==> src/rtl/mux_arb_pkg.sv <==
// Shared types and defaults for the two-requester mux arbiter.
// State encodings double as the one-hot-or-zero grant vector.
package mux_arb_pkg;

   localparam int unsigned DefDw      = 8;
   localparam int unsigned DefMaxHold = 4;
   localparam int unsigned HoldCntW   = 4;

   typedef enum logic [1:0] {
      StIdle = 2'b00,
      StGnt0 = 2'b01,
      StGnt1 = 2'b10
   } arb_state_e;

   function automatic arb_state_e gnt_state(input logic k);
      return k ? StGnt1 : StGnt0;
   endfunction

endpackage

==> src/rtl/mux21_reg.sv <==
// Registered 2:1 mux with load enable; clears on synchronous reset.
module mux21_reg #(
   parameter int unsigned DW = 8
) (
   input  logic          clk,
   input  logic          rst,
   input  logic [DW-1:0] i0,
   input  logic [DW-1:0] i1,
   input  logic          s,
   input  logic          en,
   output logic [DW-1:0] o
);

   logic [DW-1:0] o_q, o_d;

   always_comb begin
      o_d = o_q;
      if (en) o_d = s ? i1 : i0;
   end

   always_ff @(posedge clk) begin
      if (rst) o_q <= '0;
      else     o_q <= o_d;
   end

   assign o = o_q;

endmodule

==> src/rtl/mux_arb2.sv <==
// Two-requester arbiter driving a shared registered 2:1 mux.
// Define MUX_ARB2_TIMEOUT_EN to force grant rotation after MAX_HOLD cycles under contention.
module mux_arb2
   import mux_arb_pkg::*;
#(
   parameter int unsigned DW       = DefDw,
   parameter int unsigned MAX_HOLD = DefMaxHold
) (
   input  logic          clk,
   input  logic          rst,
   input  logic [1:0]    req,
   input  logic [DW-1:0] d0,
   input  logic [DW-1:0] d1,
   output logic [1:0]    gnt,
   output logic          sel,
   output logic [DW-1:0] o,
   output logic          o_valid
);

   arb_state_e state_q, state_d;
   logic       last_q, last_d;
   logic       o_valid_q;
   logic       cur_k;
   logic       load_en;
   logic       force_rel;

   assign cur_k = (state_q == StGnt1);

`ifdef MUX_ARB2_TIMEOUT_EN
   localparam logic [HoldCntW-1:0] HoldMax = HoldCntW'(MAX_HOLD - 1);

   logic [HoldCntW-1:0] hold_q, hold_d;

   assign force_rel = (state_q != StIdle) && (hold_q == HoldMax) && req[~cur_k];

   always_comb begin
      hold_d = '0;
      // Staying in the same grant counts up and saturates; any entry or idle restarts at zero.
      if (state_q != StIdle && state_d == state_q) begin
         hold_d = (hold_q == HoldMax) ? hold_q : hold_q + 1'b1;
      end
   end

   always_ff @(posedge clk) begin
      if (rst) hold_q <= '0;
      else     hold_q <= hold_d;
   end
`else
   logic unused_max_hold;
   assign unused_max_hold = ^32'(MAX_HOLD);
   assign force_rel       = 1'b0;
`endif

   always_comb begin
      state_d = state_q;
      last_d  = last_q;
      unique case (state_q)
         StIdle: begin
            case (req)
               2'b01:   state_d = StGnt0;
               2'b10:   state_d = StGnt1;
               2'b11:   state_d = gnt_state(~last_q);
               default: state_d = StIdle;
            endcase
         end
         StGnt0, StGnt1: begin
            if (!req[cur_k]) begin
               state_d = req[~cur_k] ? gnt_state(~cur_k) : StIdle;
            end else if (force_rel) begin
               state_d = gnt_state(~cur_k);
            end
         end
         default: state_d = StIdle;
      endcase
      if (state_d != StIdle && state_d != state_q) last_d = (state_d == StGnt1);
   end

   always_ff @(posedge clk) begin
      if (rst) begin
         state_q   <= StIdle;
         last_q    <= 1'b1;
         o_valid_q <= 1'b0;
      end else begin
         state_q   <= state_d;
         last_q    <= last_d;
         o_valid_q <= load_en;
      end
   end

   assign gnt     = state_q;
   assign sel     = gnt[1];
   assign load_en = (state_q == StGnt0 && req[0]) || (state_q == StGnt1 && req[1]);
   assign o_valid = o_valid_q;

   mux21_reg #(
      .DW(DW)
   ) u_out_reg (
      .clk (clk),
      .rst (rst),
      .i0  (d0),
      .i1  (d1),
      .s   (sel),
      .en  (load_en),
      .o   (o)
   );

endmodule

==> config.mk <==
export PLATFORM = sky130hd
export DESIGN_NAME = mux_arb2
export DESIGN_NICKNAME = d
export VERILOG_FILES = /design/src/rtl/mux_arb_pkg.sv /design/src/rtl/mux21_reg.sv /design/src/rtl/mux_arb2.sv
export SDC_FILE = /design/constraint.sdc
export NUM_CORES = 1
export LEC_CHECK = 0
export ABC_AREA = 1
export ABC_CLOCK_PERIOD_IN_PS = 1600
export CORE_ASPECT_RATIO = 0.8
export CORE_MARGIN = 2
export CORE_UTILIZATION = 34
export CTS_CLUSTER_DIAMETER = 30
export DETAILED_ROUTE_END_ITERATION = 16
export PLACE_DENSITY = 0.82
export SYNTH_ARGS = -nofsm -noshare
export SYNTH_HDL_FRONTEND = slang
export SYNTH_SLANG_ARGS = --single-unit
==> constraint.sdc <==
create_clock -name clk -period 1.6 [get_ports clk]
set_input_delay 0.16 -clock clk [delete_from_list [all_inputs] [get_ports clk]]
set_output_delay 0.16 -clock clk [all_outputs]
set_load 0.1 [all_outputs]
==> impl_metrics.py <==
metrics = {
    "status": {
        "status": "completed",
    },
    "clock_tree": {
        "tritoncts": "yes",
        "cts_sinks": 12,
        "clk_pin_slew_ns": 0.07,
        "cts_root_buf": "clkbuf_4",
        "cts_hold_buffers": 0,
        "cts-htree-levels": 1,
        "clock_latency_ns": 0.27,
        "cts_buffer_depth": 2,
        "cts_buffers": 3,
    },
    "placed_design": {
        "pre_cts_ws_ns": 0.06260,
        "gp_congestion": 1.009,
        "io_buffer_count": 31,
        "dpl.hpwl_mm": 1.313,
    },
    "die": {
        "ios": 32,
        "die_area_sq_um": 2209,
        "die_x_um": 52.06,
        "rows": 13,
        "initial_core_util_pct": 37.49,
        "die_height_um": 42.45,
        "core_sq_um": 1675,
    },
    "sta": {
        "finalMaxSlewViolations": 0,
        "timing.hold.ws_ns": 0.4593,
        "hold_viol": 0,
        "setup_ws_ns": 0.1056,
        "final.period_utilization_pct": 93.40,
        "relSlewSlack_pct": 85.22,
        "skew_ns": 0.001349,
        "final.min_clock_period_ns": 1.494,
        "finalSetupViolCount": 0,
        "tightest_slew_ns": 0.2215,
        "clock.fmax_mhz": 669.2,
    },
    "pwr": {
        "power-per-cell-area_nw_per_um2": 943.1,
        "ir_worst_vdd_mv": 0.5274,
        "p_leak_nw": 0.5011,
        "p_total_mw": 1.082,
    },
    "setup_path": {
        "cp_num_buf_inv": 1,
        "crit_type": "flip-flop to flip-flop",
        "end_kind": "flip-flop",
        "cp.required_ns": 1.81,
        "crit_arrival_ns": 1.70,
        "critPathTopFamily": "simple AND/OR/NAND/NOR gates",
        "path_common_cell": "nand2_1",
        "slowest_delay_ns": 0.36,
        "path_cells": "inv_4 > ha_1 > nand2_2 > nand2_2 > nand2_1 > nand2_1 > nand2_1 > nand2_1 > nand2_2 > a21oi_2 > nand2_1 > a21oi_2",
        "cp-start-kind": "flip-flop",
        "critPathSlowestCell": "dfxtp_4",
        "path_max_fanout": 4,
    },
    "hold_path": {
        "hold_class": "input pin to flip-flop",
    },
    "global_route": {
        "grt_pass1_wl_mm": 2.801,
        "grt_max_degree": 17,
        "grt_overflow": 0,
        "grtUsageTotal_pct": 17.11,
        "antenna_found_initial": 0,
        "first_global_vias": 679,
    },
    "finish": {
        "seqCellArea_sq_um": 247.7,
        "multi_input_area_sq_um": 344.1,
        "fillers": 130,
        "num_antenna_cells": 0,
        "syn_to_final_growth_pct": 82.67,
        "layout-drive-gt1-share_pct": 25.60,
        "finish.utilization_pct": 68.48,
        "nets": 151,
    },
    "logic_synthesis": {
        "ys.warnings.count": 0,
        "yosysUniqueCellTypes": 15,
        "avgSynthCellArea_sq_um": 7.057,
        "synth_area_sq_um": 628.1,
        "seq_area_frac_synth_pct": 38.25,
        "syn-num-nets": 113,
        "synth-seq-cells": 12,
        "synthCells": 89,
    },
    "routing": {
        "ant_nets": 0,
        "drc": 0,
        "vias_per_cell": 5.020,
        "vias": 738,
        "first_pass_iters": 4,
        "wl_per_cell_um": 11.83,
        "first_iter_violations": 34,
        "totalWireLength_mm": 1.739,
    },
    "flow_run": {
        "cap_viol_max_count": 0,
    },
}
-- path summary, 6_finish.rpt --
path / from / endpoint / slack, ns / cells past startpoint
hold / removal: d1[4] / u_out_reg.o[4] / 0.46 / 3
setup reg to reg: gnt[0] / last_q / 0.11 / 12
hold reg to reg: u_out_reg.o[0] / u_out_reg.o[0] / 0.58 / 2
setup / recovery: gnt[0] / last_q / 0.11 / 12
-- synth_stat cells (all sizes together) --
| master | count | area [sq um] |
|---|---|---|
| nand3 | 2 | 10.01 |
| a21oi | 5 | 32.53 |
| inv | 7 | 26.28 |
| a31oi | 8 | 50.05 |
| nand2 | 36 | 142.6 |
| ha | 4 | 50.05 |
| nor2 | 2 | 7.510 |
| dfxtp | 12 | 240.2 |
| clkinv | 1 | 3.750 |
| o211ai | 1 | 7.510 |
| o21ai | 8 | 40.04 |
| buf | 3 | 17.52 |
-- report_power, final --
group          switching (mW)  internal [mW]
Clock                  0.0886         0.0870
Sequential             0.0302          0.330
Combinational           0.337          0.210
-- logic make-up after synthesis --
group | after synthesis | share of synthesized area, %
and+or+nand+nor | 40 | 25.50
AOI/OAI and AO/OA | 22 | 20.72
DFF | 12 | 38.25
buffers and inverters | 11 | 7.570
adders and majority gates | 4 | 7.968
-- per-stage QoR --
stage,setup TNS [ns],std cells,area (sq um)
2_1_floorplan,0,89,643.1
3_3_place_gp,0,141,1099
3_5_place_dp,0,141,1099
4_1_cts,0,144,1121
5_1_grt,-0.003169,147,1147
6_report,0,147,1147
-- worst register-to-register path, delay by kind of cell, from the launching register on --
kind / cells / cell delay (ns)
simple gates: 8 / 0.57
flops: 1 / 0.36
compound gates: 2 / 0.23
fa+ha+maj: 1 / 0.22
buf+inv: 1 / 0.07
-- area by class of cell --
| type | count | share of cell area [%] |
|---|---|---|
| Timing Repair Buffer | 36 | 40.79 |
| Multi-Input combinational cell | 66 | 29.99 |
| Sequential cell | 12 | 21.59 |
| Inverter | 8 | 3.272 |
| Tap cell | 22 | 2.399 |
| Clock buffer | 3 | 1.963 |
-- layer usage --
layer / track usage, % / share of wire [%]
met5: 0 / 0
met4: 5.789 / 0.69
met1: 21.69 / 41
met2: 25.06 / 49
met3: 8.214 / 8.5
-- placed cells by master, fill, tap and decap left out --
| cell | count |
|---|---|
| nand2_1 | 33 |
| inv_1 | 4 |
| inv_2 | 2 |
| ha_1 | 4 |
| clkinv_4 | 1 |
| inv_4 | 1 |
| nand2_2 | 3 |
| dfxtp_4 | 2 |
| buf_12 | 12 |
| a31oi_1 | 8 |
| dfxtp_1 | 10 |
| buf_4 | 5 |
| nor2_1 | 2 |
| clkdlybuf4s50_1 | 19 |
| a21oi_2 | 3 |
| nand3_1 | 2 |
| o21ai_0 | 8 |
| o211ai_1 | 1 |
| clkbuf_4 | 3 |
| a21oi_1 | 2 |
-- sequential cells by signal (all words and copies together), names as in the netlist --
| register | count |
|---|---|
| last_q | 1 |
| u_out_reg.o | 8 |
| gnt | 2 |
| o_valid | 1 |
-- what timing repair did --
action	4_1_cts	5_1_grt
resized for setup	0	3
hold endpoints to repair	0	0
endpoints found under the setup margin	0	1
buffers inserted	0	3
Power figures use the tool's default switching activity.
